$ cat config.mk
export PLATFORM = sky130hd
export DESIGN_NAME = if_fetch
export DESIGN_NICKNAME = d
export VERILOG_FILES = /design/src/rtl/if_fetch_pkg.sv /design/src/rtl/if_fetch.sv
export SDC_FILE = /design/constraint.sdc
export NUM_CORES = 1
export LEC_CHECK = 0
export ABC_AREA = 1
export BUFFER_PORTS_ARGS = -buffer_cell sky130_fd_sc_hd__buf_4
export CAP_MARGIN = 0
export CORE_MARGIN = 2
export CORE_UTILIZATION = 45
export DETAILED_ROUTE_END_ITERATION = 10
export PLACE_DENSITY_LB_ADDON = 0.08
export SLEW_MARGIN = 25
export SYNTH_ARGS = -nofsm -noshare
export SYNTH_HDL_FRONTEND = slang
export SYNTH_SLANG_ARGS = --single-unit
$ cat constraint.sdc
create_clock -name clk -period 2.27 [get_ports clk]
set_input_delay 0.454 -clock clk [delete_from_list [all_inputs] [get_ports clk]]
set_output_delay 0.454 -clock clk [all_outputs]
set_load 0.005 [all_outputs]
$ cat src/rtl/if_fetch_pkg.sv
// Shared types and constants for the byte-serial instruction fetch stage.
package if_fetch_pkg;

  localparam int InstAddrBusW = 32;
  localparam int InstBusW     = 32;
  localparam int StallBusW    = 6;
  localparam int StallIfId    = 1;

  localparam logic       ChipDisable = 1'b0;
  localparam logic       Stop        = 1'b1;
  localparam logic       NoStop      = 1'b0;
  localparam logic [2:0] IssueLimit  = 3'd4;
  localparam logic [1:0] LastByte    = 2'd3;

  typedef enum logic [1:0] {
    IfIdle  = 2'b00,
    IfFetch = 2'b01,
    IfHold  = 2'b10
  } if_state_e;

endpackage

$ cat src/rtl/if_fetch.sv
// Instruction fetch over a byte-wide memory port: four byte reads per word,
// assembled little-endian for IF/ID, with pc frozen via stallreq_o until done.
module if_fetch
  import if_fetch_pkg::*;
#(
  parameter int ADDR_W = InstAddrBusW,
  parameter int INST_W = InstBusW
) (
  input  logic                 clk,
  input  logic                 rst,
  input  logic [ADDR_W-1:0]    pc_i,
  input  logic                 ce_i,
  input  logic [StallBusW-1:0] stall_i,
  input  logic                 flush_i,
  input  logic                 mem_busy_i,
  input  logic [7:0]           mem_din_i,
  output logic [ADDR_W-1:0]    mem_addr_o,
  output logic                 mem_rd_o,
  output logic [INST_W-1:0]    inst_o,
  output logic [ADDR_W-1:0]    inst_pc_o,
  output logic                 inst_valid_o,
  output logic                 stallreq_o
);

  if_state_e         state;
  if_state_e         next_state;
  logic [2:0]        issue_cnt;
  logic [1:0]        recv_cnt;
  logic              pend;
  logic [INST_W-1:0] inst_buf;

  logic              abort;
  logic              hold_req;
  logic              in_fetch;
  logic              req;
  logic              last_byte;
  logic [INST_W-1:0] word;
  logic              unused_stall;

  assign unused_stall = ^{stall_i[StallBusW-1:StallIfId+1], stall_i[StallIfId-1:0]};

  // A dropped chip enable aborts exactly like a flush; only the next state differs.
  assign abort     = flush_i || (ce_i == ChipDisable);
  assign hold_req  = stall_i[StallIfId];
  assign in_fetch  = (state == IfFetch) && !abort;
  assign req       = in_fetch && (issue_cnt < IssueLimit) && !mem_busy_i;
  assign last_byte = in_fetch && pend && (recv_cnt == LastByte);
  assign word      = {mem_din_i, inst_buf[INST_W-9:0]};

  always_ff @(posedge clk or negedge rst) begin
    if (!rst) begin
      state <= IfIdle;
    end else begin
      state <= next_state;
    end
  end

  always_comb begin
    next_state = state;
    if (ce_i == ChipDisable) begin
      next_state = IfIdle;
    end else if (flush_i) begin
      next_state = IfFetch;
    end else begin
      case (state)
        IfIdle:  next_state = IfFetch;
        IfFetch: if (last_byte && hold_req) next_state = IfHold;
        IfHold:  if (!hold_req) next_state = IfFetch;
        default: next_state = IfIdle;
      endcase
    end
  end

  always_comb begin
    mem_rd_o     = 1'b0;
    mem_addr_o   = '0;
    inst_o       = '0;
    inst_pc_o    = '0;
    inst_valid_o = 1'b0;
    stallreq_o   = NoStop;
    case (state)
      IfFetch: begin
        if (!abort) begin
          mem_rd_o   = req;
          mem_addr_o = pc_i + ADDR_W'(issue_cnt);
          stallreq_o = last_byte ? NoStop : Stop;
          if (last_byte) begin
            inst_o       = word;
            inst_pc_o    = pc_i;
            inst_valid_o = 1'b1;
          end
        end
      end
      IfHold: begin
        if (!abort) begin
          inst_o       = inst_buf;
          inst_pc_o    = pc_i;
          inst_valid_o = 1'b1;
        end
      end
      default: ;
    endcase
  end

  // Counters restart whenever the word completes or the fetch is abandoned;
  // the held word is captured only when IF/ID cannot take it this cycle.
  always_ff @(posedge clk or negedge rst) begin
    if (!rst) begin
      issue_cnt <= '0;
      recv_cnt  <= '0;
      pend      <= 1'b0;
      inst_buf  <= '0;
    end else if (!in_fetch) begin
      issue_cnt <= '0;
      recv_cnt  <= '0;
      pend      <= 1'b0;
    end else begin
      pend <= req;
      if (last_byte) begin
        issue_cnt <= '0;
        recv_cnt  <= '0;
        if (hold_req) begin
          inst_buf <= word;
        end
      end else begin
        issue_cnt <= issue_cnt + {2'b00, req};
        if (pend) begin
          inst_buf[8*recv_cnt +: 8] <= mem_din_i;
          recv_cnt                  <= recv_cnt + 2'd1;
        end
      end
    end
  end

  // A completed word never coincides with a new request, and no byte arrives
  // ahead of the request that produced it.
  assert property (@(posedge clk) disable iff (!rst) inst_valid_o |-> !mem_rd_o);
  assert property (@(posedge clk) disable iff (!rst) ({1'b0, recv_cnt} <= issue_cnt));

endmodule

==> results_dict.tcl, run 1 <==
set metrics [dict create \
    grt_max_degree 41 \
    drv_cap 0 \
    antenna_found_initial 0 \
    start_util_pct 46.9 \
    grt_pass1_wl_um 22000 \
    drt_wl_total_um 14900 \
    period_share_pct 121 \
    rows 32 \
    synth_edf_count 0 \
    syn-cell-area_um2 3640 \
    drc 0 \
    ys_seq_elements 40 \
    finish.utilization_pct 83.6 \
    synth_top_family_by_area "simple AND/OR/NAND/NOR gates" \
    synth_compound_area_share_pct 8.52 \
    hold_path.class "in -> async" \
    clock-skew-final_ns 0.00714 \
    critical_path_required_ns 1.82 \
    grt_pass1_vias 4826 \
    yosysUniqueCellTypes 30 \
    crit_path_end_kind "primary output" \
    max_freq_mhz 365 \
    ys_warn_count 0 \
    syn_area_per_cell_um2 5.81 \
    yosys-top-cells-count "nand2_1, nor2_1, inv_1, dfrtp_1, nand3_1" \
    syn2layout_area_growth_pct 78.4 \
    cts_root_buf "clkbuf_8" \
    critPathMaxFanout 4 \
    synth.most_common_cell "nand2_1" \
    synthSimpleGateAreaFrac_pct 45.5 \
    worstPathArrival_ns 2.29 \
    ir_drop_mv 0.413 \
    fin_area_um2 6490 \
    cts_tree "done" \
    yosysTopAreaCell "dfrtp_1" \
    clockBufferDepth 2 \
    clock_sinks 40 \
    synth_cells 627 \
    status "finished with violations" \
    antenna_cells 0 \
    grt_use_total_pct 31.3 \
    layout-drive-gt1-share_pct 43.2 \
    path_class "reg -> out" \
    synth_fa_ha_area_share_pct 4.33 \
    grt-ovfl-total 0 \
    cts-htree-levels 2 \
    whs_ns 0.116 \
    rsz0062_at_grt "true" \
    r2r_end "inst_buf[8]$_DFFE_PN0P_" \
    synth_nets 690 \
    synthTopCellsByArea "dfrtp_1, nand2_1, nor2_1" \
    nets 890 \
    worst_slew_pin_slew_ns 0.673 \
    synth_top_area_share_pct 27.5 \
    finalCriticalPeriod_ns 2.74 \
    power.leakage_uw 0.00315 \
    vias 4875 \
    ios 150 \
    ys.flop_type "dfrtp_1" \
    wl_per_cell_um 16.0 \
    p_per_area_nw_per_um2 251 \
    hold_buffers 0 \
    relSlewSlack_pct 54.8 \
    drtPass1Iterations 7 \
    synth_xor_area_share_pct 0.241 \
    gp_congestion 0.940 \
    ys_async_sr_fraction_pct 100 \
    yosys-mux-area-fraction_pct 0 \
    antenna_left 0 \
    setup_violations 83 \
    die-area_um2 8830 \
    final-hold-violation-count 0 \
    final_max_slew_viol_count 0 \
    place_area_um2 5050 \
    drt_iter0_drc 203 \
    core_area_um2 7770 \
    dp_hpwl_um 9260 \
    clk_latency_ns 0.30 \
    rrSetupSlack_ns 0.31 \
    io_buffers 144 \
    pre_cts_ws_ns -0.380 \
    clk_pin_slew_worst_paths_ns 0.08 \
    dieHeight_um 94.0 \
    cts_made_buffers 5 \
    synth-seq-area-share_pct 27.5 \
    critPathLaunchType "flop" \
    r2r-start "recv_cnt[0]$_DFFE_PN0P_" \
    worstRegToRegCells 7 \
    die_width_um 94.0 \
    worst_slack_ns -0.473 \
    via_per_inst 5.24 \
    violations "negative setup slack" \
]
-- metal layers --
metal | vias up | share of wire, % | track usage, % | wire length [µm]
li1 | 2327 | - | - | -
met3 | 50 | 6.5 | 3.61 | 960
met2 | 243 | 54 | 60.1 | 7990
met4 | 0 | 3.4 | 11.7 | 513
met5 | - | 0 | 0 | 0
met1 | 2255 | 36 | 34.9 | 5410
-- state kept, by name, indices dropped and copies added, names as in the netlist --
signal     count
inst_buf      32
pend           1
recv_cnt       2
state          2
issue_cnt      3
-- timing repair --
item / in CTS / in global routing
gates cloned: 7 / 1
resized for setup: 200 / 82
endpoints found under the setup margin: 92 / 95
setup buffers: 14 / 16
endpoints found under the hold margin: 0 / 0
pin swaps: 30 / 30
-- logic make-up after synthesis --
| group | after synthesis |
|---|---|
| adders and majority gates | 12 |
| DFF | 40 |
| and+or+nand+nor | 393 |
| buffers and inverters | 123 |
| xor gates and xnor gates | 1 |
| AOI/OAI and AO/OA | 58 |
-- power by group --
part	leakage (µW)	switching (µW)	total (µW)	internal, µW
combinational	0.00261	238	383	145
clock	0.0000510	257	500	243
sequential	0.000490	14.0	745	731
-- worst max-delay path, stage by stage, from the launching register on --
cell	delay, ns
dfrtp_1	0.37
ha_2	0.19
inv_2	0.04
fa_2	0.38
inv_2	0.11
nand3_4	0.08
nand2_4	0.11
buf_4	0.12
nand4_1	0.17
nor3_1	0.20
nor2_1	0.09
buf_4	0.14
-- worst max path at each step --
stage | startpoint | endpoint | slack (ns) | depth (start not counted)
after floorplan | pc_i[0] | mem_addr_o[20] | 0.03 | 10
after global placement | pc_i[0] | mem_addr_o[20] | -0.35 | 12
after detailed placement | pc_i[0] | mem_addr_o[24] | -0.38 | 13
after CTS | issue_cnt[0]$_DFF_PN0_ | mem_addr_o[28] | -0.31 | 14
after global routing | issue_cnt[0]$_DFF_PN0_ | mem_addr_o[18] | -0.51 | 11
final | issue_cnt[0]$_DFF_PN0_ | mem_addr_o[18] | -0.47 | 11
-- metrics by stage --
| stage | total power (µW) | cells | setup TNS [ns] |
|---|---|---|---|
| 6_report | 1630 | 930 | -13.55 |
| 5_1_grt | 1700 | 930 | -19.93 |
| 4_1_cts | 1600 | 921 | -13.50 |
| 3_5_place_dp | 1070 | 892 | -4.31 |
| 3_3_place_gp | 1060 | 892 | -3.93 |
| 2_1_floorplan | 885 | 627 | 0 |
-- layout make-up --
cell class / count / area [µm²]
timing repair buffer: 208 / 1960
sequential: 40 / 1000
multi-input combinational: 464 / 2900
tap: 102 / 128
clock buffer: 6 / 82.6
timing repair inverter: 1 / 7.51
inverter: 107 / 409
fill: 499 / 1270
clock inverter: 2 / 10.0
-- cell usage in the layout, fill, tap and decap left out, types with 2 or more instances in the layout --
master and instances:
nand4_1 9, a21oi_1 13, clkinv_2 2, clkbuf_8 6, nand2_4 9, nand3_1 30
ha_4 4, nand3_4 6, buf_6 67, inv_1 96, nor3_1 13, dfrtp_1 39
a21oi_2 9, nor2_4 64, buf_4 130, clkinv_1 2, o21ai_1 4, ha_1 5
nor3_2 6, nor2_1 76, buf_12 10, nand2_2 14, ha_2 2, nand2_1 149
nand3_2 4, nor2_2 9, nand3b_1 2, o21ai_0 26, inv_2 7
Power figures use the tool's default switching activity.
==> run 2: changes to the inputs <==
Settings changed: CORE_UTILIZATION 45 to 49.
Clock period 2.27 ns to 3.1 ns, I/O delays scaled along.
==> run 2 against run 1 <==
Effect of this change: the run now ends clean; final cell count shrank 6.7%; hold slack gained 0.18 ns; clock-buffer cell count is the same; design area shrank 25%; setup slack gained 0.65 ns; first-iteration DRC count shrank 38%; global-route usage shrank 4.3 points; power shrank 33%; critical path type is now in -> out; critical endpoint is now mem_addr_o[20]; largest power group unchanged; highest routed layer unchanged.
==> results_dict.tcl, run 2 (same netlist as run 1, synthesis figures left out) <==
set metrics [dict create \
    max_stage_delay_ns 0.34 \
    hold_path.class "in -> async" \
    cp_slowest_cell "fa_2" \
    seqPwrFrac_pct 49.8 \
    drt_iter0_drc 126 \
    max_freq_mhz 343 \
    regMostFlops "inst_buf" \
    rows 31 \
    finalCriticalPeriod_ns 2.92 \
    grt_use_total_pct 27.0 \
    cts-htree-levels 2 \
    crit_path_end_kind "primary output" \
    power.leakage_uw 0.00269 \
    worst_slew_pin_slew_ns 0.628 \
    grt_pass1_vias 4105 \
    io_buffers 144 \
    layout_commonest_cell "nand2_1" \
    antenna_left 0 \
    dp_hpwl_um 8790 \
    p_per_area_nw_per_um2 223 \
    cts_made_buffers 5 \
    grt-ovfl-total 0 \
    whs_ns 0.294 \
    drc 0 \
    drtPass1Iterations 5 \
    critical_path_required_ns 2.48 \
    clock_sinks 40 \
    fin_area_um2 4900 \
    cts_tree "done" \
    core_area_um2 7210 \
    worstPathArrival_ns 2.30 \
    antenna_cells 0 \
    layout-drive-gt1-share_pct 24.3 \
    drv_cap 0 \
    wl_per_cell_um 12.7 \
    final_max_slew_viol_count 0 \
    hold_buffers 0 \
    setup_violations 0 \
    clk_latency_ns 0.29 \
    clockBufferDepth 2 \
    critPathMaxFanout 5 \
    swShare_pct 28.8 \
    relSlewSlack_pct 58.1 \
    place_area_um2 4800 \
    grt_max_degree 41 \
    drt_wl_total_um 11000 \
    dieHeight_um 90.2 \
    fillers 677 \
    final-hold-violation-count 0 \
    die-area_um2 8140 \
    ios 150 \
    syn2layout_area_growth_pct 34.5 \
    via_per_inst 5.00 \
    combPwrFrac_pct 20.1 \
    largest_reg_flops 32 \
    critPathLaunchType "input port" \
    gp_congestion 0.937 \
    start_util_pct 50.5 \
    mostFrequentLayoutCells "nand2_1, buf_4, nor2_1, inv_1" \
    period_share_pct 94.2 \
    grt_pass1_wl_um 18400 \
    power.switching_uw 314 \
    cts_resized 0 \
    die_width_um 90.2 \
    antenna_found_initial 0 \
    cts_root_buf "clkbuf_8" \
    reg.largest.list "inst_buf: 32 flops, issue_cnt: 3 flops" \
    path_class "in -> out" \
    status "completed" \
    crit_chain "buf_4 > ha_2 > inv_1 > fa_2 > inv_2 > nand3_1 > nand2_2 > nand3_1 > nor2_2 > o21ai_0 > nor2_1 > buf_4" \
    clock-skew-final_ns 0.00912 \
    postCtsSetupBuffers 0 \
    nets 832 \
    vias 4344 \
    fin_setup_tns_ns 0 \
    rsz0062_at_grt "false" \
    p_int_uw 777 \
    ir_drop_mv 0.289 \
    power.share.clock_pct 30.1 \
    clk_pin_slew_worst_paths_ns 0.08 \
]
## run 2: changes by cell type in the layout (fill, tap and decap cells not counted), sizes merged
cell | before | now
buf | 208 | 151
clkinv | 5 | 3
clkinvlp | 1 | 0
inv | 104 | 105
## run 2: final timing paths
path | start | endpoint | slack, ns | cells past startpoint
worst max-delay path | pc_i[0] | mem_addr_o[20] | 0.18 | 12
worst min-delay path | rst | inst_buf[9]$_DFFE_PN0P_ | 0.29 | 1
worst max register to register | recv_cnt[0]$_DFFE_PN0P_ | inst_buf[15]$_DFFE_PN0P_ | 0.90 | 6
worst min register to register | inst_buf[28]$_DFFE_PN0P_ | inst_buf[28]$_DFFE_PN0P_ | 0.48 | 2
max in group asynchronous | rst | inst_buf[5]$_DFFE_PN0P_ | 2.46 | 1
min in group clk | inst_buf[28]$_DFFE_PN0P_ | inst_buf[28]$_DFFE_PN0P_ | 0.48 | 2
## run 2: final cells by class
type | count | area [µm²] | area share, %
Clock buffer | 6 | 72.6 | 1.48
Clock inverter | 1 | 5.00 | 0.102
Inverter | 107 | 402 | 8.20
Multi-Input combinational cell | 464 | 2150 | 43.8
Sequential cell | 40 | 1000 | 20.4
Tap cell | 99 | 124 | 2.53
Timing Repair Buffer | 151 | 1150 | 23.4
## run 2: power groups by stage
stage	Combinational (µW)	Sequential [µW]	Clock [µW]
5_1_grt	244	545	360
4_1_cts	219	543	331
2_1_floorplan	97.2	551	0
3_5_place_dp	218	553	0
3_3_place_gp	214	552	0
6_report	220	543	328
## run 2: layer usage
metal  global-route usage (%)  vias up  share of wire, %  routed length, µm
li1                         -     2205                 -                  -
met1                     30.7     1945                40               4380
met2                     49.4      161                51               5580
met3                     5.03       33               6.6                731
met4                     11.3        0               3.1                337
met5                        0        -                 0                  0
## run 2: worst max-delay path, delay by kind of cell
kind,cells,cell delay [ns]
compound gates,1,0.09
fa+ha+maj,2,0.53
buf+inv,4,0.36
simple gates,5,0.72
## run 2: per-stage QoR
stage	util, %	setup slack [ns]	instances	total power [µW]
floorplan	-	0.479	627	648
global placement	66.6	0.116	861	767
detailed placement	66.6	0.0798	861	771
CTS	67.7	0.0770	868	1090
global route	67.9	0.00925	868	1150
finish	67.9	0.181	868	1090
